===== config.mk =====
export PLATFORM = sky130hd
export DESIGN_NAME = dmem_stall_ctrl_flat
export DESIGN_NICKNAME = d
export VERILOG_FILES = /design/src/rtl/dmem_stall_ctrl_pkg.sv /design/src/rtl/dmem_stall_ctrl_if.sv /design/src/rtl/dmem_stall_ctrl.sv /design/src/flat_wrapper.sv
export SDC_FILE = /design/constraint.sdc
export NUM_CORES = 1
export LEC_CHECK = 0
export BUFFER_PORTS_ARGS = -buffer_cell sky130_fd_sc_hd__buf_2
export CAP_MARGIN = 0
export CORE_MARGIN = 5
export CORE_UTILIZATION = 30
export CTS_BUF_LIST = sky130_fd_sc_hd__clkbuf_2
export DETAILED_ROUTE_END_ITERATION = 16
export PLACE_DENSITY = 0.53
export SLEW_MARGIN = 10
export SYNTH_ARGS = -nofsm -noshare
export SYNTH_HDL_FRONTEND = slang
export SYNTH_SLANG_ARGS = --single-unit

===== constraint.sdc =====
create_clock -name clk_i -period 1.8 [get_ports clk_i]
set_input_delay 0.54 -clock clk_i [delete_from_list [all_inputs] [get_ports clk_i]]
set_output_delay 0.54 -clock clk_i [all_outputs]
set_load 0.05 [all_outputs]

===== src/rtl/dmem_stall_ctrl_pkg.sv =====
// Shared types and constants for the MEM-stage data-memory stall controller.
// The access timeout is enabled by defining DMEM_TIMEOUT_EN.
package dmem_stall_ctrl_pkg;

  // Legacy state codes, kept so existing debug probes decode unchanged
  localparam logic [1:0] S_IDLE = 2'd0;
  localparam logic [1:0] S_WAIT = 2'd1;
  localparam logic [1:0] S_DONE = 2'd2;

  typedef enum logic [1:0] {
    IDLE = S_IDLE,
    WAIT = S_WAIT,
    DONE = S_DONE
  } dmem_state_e;

  // Load result returned when a read is abandoned by the timeout
  localparam logic [31:0] DMEM_ERR_RDATA = 32'hDEAD_BEEF;

endpackage


===== src/rtl/dmem_stall_ctrl_if.sv =====
// Request/acknowledge bus between the stall controller and a multi-cycle data memory.
interface dmem_stall_ctrl_if #(
  parameter int unsigned ADDR_W = 32,
  parameter int unsigned DATA_W = 32
);

  logic              mem_req;
  logic              mem_we;
  logic [ADDR_W-1:0] mem_addr;
  logic [DATA_W-1:0] mem_wdata;
  logic              mem_ack;
  logic [DATA_W-1:0] mem_rdata;

  modport master (
    output mem_req,
    output mem_we,
    output mem_addr,
    output mem_wdata,
    input  mem_ack,
    input  mem_rdata
  );

  modport slave (
    input  mem_req,
    input  mem_we,
    input  mem_addr,
    input  mem_wdata,
    output mem_ack,
    output mem_rdata
  );

endinterface


===== src/rtl/dmem_stall_ctrl.sv =====
// MEM-stage data-memory controller: one req/ack transaction per load/store, stalling the pipeline meanwhile.
// Optional WAIT timeout with sticky timeout_o when DMEM_TIMEOUT_EN is defined.
module dmem_stall_ctrl
  import dmem_stall_ctrl_pkg::*;
#(
  parameter int unsigned ADDR_W = 32,
  parameter int unsigned DATA_W = 32
`ifdef DMEM_TIMEOUT_EN
  ,
  parameter int unsigned TIMEOUT_CYCLES = 255
`endif
) (
  input  logic                 clk_i,
  input  logic                 rst_n_i,
  input  logic                 MemRead_i,
  input  logic                 MemWrite_i,
  input  logic [ADDR_W-1:0]    addr_i,
  input  logic [DATA_W-1:0]    wdata_i,
  dmem_stall_ctrl_if.master    mem_bus,
  output logic [DATA_W-1:0]    rdata_o,
  output logic                 MemStall_o,
  output logic                 timeout_o
);

  dmem_state_e       state_q, state_d;
  logic              req_q, req_d;
  logic              we_q, we_d;
  logic [ADDR_W-1:0] addr_q, addr_d;
  logic [DATA_W-1:0] wdata_q, wdata_d;
  logic [DATA_W-1:0] rdata_q, rdata_d;
  logic              access_req;

  assign access_req = MemRead_i | MemWrite_i;

`ifdef DMEM_TIMEOUT_EN
  localparam int unsigned CNT_W = $clog2(TIMEOUT_CYCLES + 1);

  logic [CNT_W-1:0] cnt_q, cnt_d;
  logic             tmo_q, tmo_d;
  logic             terminal;

  // cnt_q holds the number of WAIT cycles already elapsed before this one
  assign terminal = (cnt_q == CNT_W'(TIMEOUT_CYCLES - 1));
`endif

  always_comb begin
    state_d = state_q;
    req_d   = req_q;
    we_d    = we_q;
    addr_d  = addr_q;
    wdata_d = wdata_q;
    rdata_d = rdata_q;
`ifdef DMEM_TIMEOUT_EN
    cnt_d   = cnt_q;
    tmo_d   = tmo_q;
`endif
    case (state_q)
      IDLE: begin
        if (access_req) begin
          state_d = WAIT;
          req_d   = 1'b1;
          we_d    = MemWrite_i;
          addr_d  = addr_i;
          wdata_d = wdata_i;
`ifdef DMEM_TIMEOUT_EN
          cnt_d   = '0;
`endif
        end
      end
      WAIT: begin
        if (mem_bus.mem_ack) begin
          state_d = DONE;
          req_d   = 1'b0;
          if (!we_q) begin
            rdata_d = mem_bus.mem_rdata;
          end
        end
`ifdef DMEM_TIMEOUT_EN
        else if (terminal) begin
          state_d = DONE;
          req_d   = 1'b0;
          tmo_d   = 1'b1;
          if (!we_q) begin
            rdata_d = DATA_W'(DMEM_ERR_RDATA);
          end
        end else begin
          cnt_d = cnt_q + CNT_W'(1);
        end
`endif
      end
      DONE: begin
        state_d = IDLE;
      end
      default: begin
        state_d = IDLE;
        req_d   = 1'b0;
      end
    endcase
  end

  always_ff @(posedge clk_i or negedge rst_n_i) begin
    if (!rst_n_i) begin
      state_q <= IDLE;
      req_q   <= 1'b0;
      we_q    <= 1'b0;
      addr_q  <= '0;
      wdata_q <= '0;
      rdata_q <= '0;
    end else begin
      state_q <= state_d;
      req_q   <= req_d;
      we_q    <= we_d;
      addr_q  <= addr_d;
      wdata_q <= wdata_d;
      rdata_q <= rdata_d;
    end
  end

`ifdef DMEM_TIMEOUT_EN
  always_ff @(posedge clk_i or negedge rst_n_i) begin
    if (!rst_n_i) begin
      cnt_q <= '0;
      tmo_q <= 1'b0;
    end else begin
      cnt_q <= cnt_d;
      tmo_q <= tmo_d;
    end
  end

  assign timeout_o = tmo_q;
`else
  assign timeout_o = 1'b0;
`endif

  // Stall is qualified by reset so a held MemRead/MemWrite cannot stall during reset
  assign MemStall_o = rst_n_i & ((state_q == WAIT) | ((state_q == IDLE) & access_req));

  assign mem_bus.mem_req   = req_q;
  assign mem_bus.mem_we    = we_q;
  assign mem_bus.mem_addr  = addr_q;
  assign mem_bus.mem_wdata = wdata_q;
  assign rdata_o           = rdata_q;

endmodule


===== src/flat_wrapper.sv =====
// flat-port wrapper written by rule: the top's interface ports become plain ports
module dmem_stall_ctrl_flat import dmem_stall_ctrl_pkg::*;
#(
  parameter int unsigned ADDR_W = 32,
  parameter int unsigned DATA_W = 32

)
  (clk_i, rst_n_i, MemRead_i, MemWrite_i, addr_i, wdata_i, rdata_o, MemStall_o, timeout_o, mem_bus_mem_req, mem_bus_mem_we, mem_bus_mem_addr, mem_bus_mem_wdata, mem_bus_mem_ack, mem_bus_mem_rdata);
  dmem_stall_ctrl_if #(.ADDR_W(ADDR_W), .DATA_W(DATA_W)) mem_bus_i ();
  input  logic clk_i;
  input  logic rst_n_i;
  input  logic MemRead_i;
  input  logic MemWrite_i;
  input  logic [ADDR_W-1:0] addr_i;
  input  logic [DATA_W-1:0] wdata_i;
  output logic [DATA_W-1:0] rdata_o;
  output logic MemStall_o;
  output logic timeout_o;
  output wire logic [$bits(mem_bus_i.mem_req)-1:0] mem_bus_mem_req;
  output wire logic [$bits(mem_bus_i.mem_we)-1:0] mem_bus_mem_we;
  output wire logic [$bits(mem_bus_i.mem_addr)-1:0] mem_bus_mem_addr;
  output wire logic [$bits(mem_bus_i.mem_wdata)-1:0] mem_bus_mem_wdata;
  input wire logic [$bits(mem_bus_i.mem_ack)-1:0] mem_bus_mem_ack;
  input wire logic [$bits(mem_bus_i.mem_rdata)-1:0] mem_bus_mem_rdata;
  assign mem_bus_mem_req = mem_bus_i.mem_req;
  assign mem_bus_mem_we = mem_bus_i.mem_we;
  assign mem_bus_mem_addr = mem_bus_i.mem_addr;
  assign mem_bus_mem_wdata = mem_bus_i.mem_wdata;
  assign mem_bus_i.mem_ack = mem_bus_mem_ack;
  assign mem_bus_i.mem_rdata = mem_bus_mem_rdata;
  dmem_stall_ctrl #(.ADDR_W(ADDR_W), .DATA_W(DATA_W)) u_core (.clk_i(clk_i), .rst_n_i(rst_n_i), .MemRead_i(MemRead_i), .MemWrite_i(MemWrite_i), .addr_i(addr_i), .wdata_i(wdata_i), .mem_bus(mem_bus_i), .rdata_o(rdata_o), .MemStall_o(MemStall_o), .timeout_o(timeout_o));
endmodule

==> metrics.md <==
| Metric | Value |
|---|---|
| Status | `finished, violations left` |
| Violated checks | `negative setup slack` |
| MaxCap Viol Count | `0` |
| Fmax | `0.517 GHz` |
| Starting Density | `0.309` |
| GRT Total Usage | `0.126` |
| Worst-Skew Late Latency | `0.56 ns` |
| Ys Warns | `0` |
| Vias in the first global route | `3070` |
| Finished Cell Area | `0.00613 mm²` |
| Setup crit start kind | `flop` |
| CTS tree | `done` |
| Largest family of logic cells by synthesized area | `multiplexers` |
| Clk root buf | `clkbuf_2` |
| Post-Synth XOR/XNOR Area | `0` |
| DRC | `0` |
| Die height | `124 µm` |
| Clock Path Buffers | `2` |
| CP Launch Point | `u_core.state_q[0]` |
| Post-Route WL | `10.0 mm` |
| Simple-gate share of the synthesized area | `0.0134` |
| Setup WS post-layout | `-0.136 ns` |
| Gp weighted congestion | `0.698` |
| Final HPWL DP | `6.90 mm` |
| First-pass GRT wire length | `15.7 mm` |
| Critical Path AT | `1.40 ns` |
| Tmin final | `1.94 ns` |
| Fraction of layout instances using a drive strength above 1 | `0.756` |
| Pin count of the biggest net entering global routing | `101` |
| Placed Area | `0.00511 mm²` |
| TNS Setup | `-0.136 ns` |
| Layout area overhead | `55.8%` |
| Post-route ant nets | `0` |
| HP Class | `in2reg` |
| RR Startpoint | `u_core.state_q[0]` |
| Hold Crit Start | `addr_i[18]` |
| Register area share after synthesis | `0.636` |
| Yosys cell types | `19` |
| Remaining global-route overflow | `0` |
| Final Skew | `0.0198 ns` |
| Slew @ Worst Pin | `0.571 ns` |
| DR WL/cell | `15.8 µm` |
| CTS sink count | `100` |
| Cts bufs inserted | `9` |
| Crit path max fanout | `2` |
| I/O pins | `201` |
| Synth Area per Inst | `17.8 µm²` |
| Slew headroom | `0.619` |
| Worst setup EP type | `output port` |
| Worst EP required | `1.26 ns` |
| Input/output buffers | `199` |
| Cell Rows | `41` |
| Final Hold Fails | `0` |
| Antenna violations before repair | `0` |
| H-Tree Depth | `3` |
| Slew Viols, Final | `0` |
| Number of setup violations in the final report | `1` |
| Crit share post-route | `1.08` |
| Vias | `2716` |
| Area of the mapped netlist | `0.00393 mm²` |
| Chip Width | `124 µm` |
| Syn Inst Count | `221` |
| Layout Utilization | `0.482` |
| Antenna cells | `0` |
| Die area | `0.0155 mm²` |
| Nets | `559` |
| Reg clk slew, reported paths | `0.25 ns` |
| DRT Pass-1 Iters | `4` |
| Post-synthesis compound-gate area fraction | `0.00827` |
| Synth Area in Adders | `0` |
| Placeable Area | `0.0127 mm²` |
| Crit Path Class | `reg2out` |
| WHS | `0.186 ns` |
| Unrepaired setup endpoints after global routing | `yes` |
| Seq cells post-synth | `100` |
| DR iter-0 viols | `70` |
| Vias per inst | `4.28` |
| Mux share of post-synthesis cell area | `0.304` |
| Post-synthesis net count | `322` |
[final timing paths]
path / depth (start not counted) / end / slack, ns
worst max register to register: 7 / u_core.mem_bus.mem_wdata[16] / 0.06
worst min-delay path: 2 / u_core.mem_bus.mem_addr[18] / 0.19
max in group asynchronous: 3 / u_core.rdata_o[31] / 0.76
worst min register to register: 1 / u_core.mem_bus.mem_addr[31] / 0.56
min in group asynchronous: 3 / u_core.mem_bus.mem_addr[11] / 0.55
worst max-delay path: 3 / MemStall_o / -0.14
[logic make-up (layout without fill, tap and decap cells)]
| group | after synthesis | in the layout |
|---|---|---|
| AO/OA/AOI/OAI | 4 | 4 |
| buffers and inverters | 12 | 254 |
| flip-flops | 100 | 100 |
| multiplexers | 96 | 96 |
| other | 1 | 1 |
| AND/OR/NAND/NOR | 8 | 8 |
[per-stage QoR]
| stage | setup WS, ns | instances |
|---|---|---|
| after floorplan | 0.0100 | 221 |
| after CTS | -0.263 | 619 |
| final | -0.136 | 635 |
| after global placement | 0.0534 | 587 |
| after detailed placement | 0.0270 | 587 |
| after global routing | -0.314 | 635 |
[critical path, cell delays in order (launching register included)]
cell and delay, ns:
dfrtp_1 0.43, nor3_2 0.06, nor3b_2 0.19, buf_6 0.18
[cell type report]
class	count	area [µm²]
sequential	100	2500
clock inverter	7	57.6
tap	172	215
clock buffer	9	45.0
fill	1164	6590
multi-input combinational	109	1310
timing repair buffer	238	2000
[layer usage]
layer / global-route usage / routed length, µm / vias up
met4: 0.0426 / 176 / 0
met3: 0.0609 / 910 / 13
met1: 0.141 / 3890 / 1333
met2: 0.211 / 5040 / 119
met5: 0 / 0 / -
li1: - / - / 1251
[state kept, by name (all words and copies together), names as in the netlist]
register / cells
u_core.mem_bus.mem_addr: 32
u_core.mem_bus.mem_req: 1
u_core.mem_bus.mem_wdata: 32
u_core.mem_bus.mem_we: 1
u_core.rdata_o: 32
u_core.state_q: 2
[Yosys cell counts, drive strengths merged]
cell type / n / area share
a211o: 1 / 0.0022
nor2b: 2 / 0.0051
and3b: 1 / 0.0022
nor3: 1 / 0.0013
buf: 12 / 0.038
nor3b: 1 / 0.0019
nand2: 1 / 0.00095
mux2: 96 / 0.30
dfrtp: 100 / 0.64
o21a: 1 / 0.0019
a211oi: 1 / 0.0019
conb: 1 / 0.00095
a22o: 1 / 0.0022
nor2: 2 / 0.0019
[what timing repair did]
item	4_1_cts	5_1_grt
hold buffers	1	0
pin swaps	1	0
gates cloned	0	1
setup endpoints to repair	99	124
gates resized for setup	199	5
buffers inserted	15	15
hold endpoints to repair	100	0
[layout by cell type (no fill, tap or decap), drive strengths merged]
master	n
a211o	1
a211oi	1
a22o	1
and3b	1
buf	236
bufinv	1
clkbuf	10
clkinv	5
clkinvlp	1
conb	1
dfrtp	100
dlygate4sd3	1
mux2	96
nand2	1
nor2	2
nor2b	2
nor3	1
nor3b	1
o21a	1
Power is left out: the tool's default activity adds up to more than one toggle a clock period on the data nets, which glitch-free logic cannot reach.
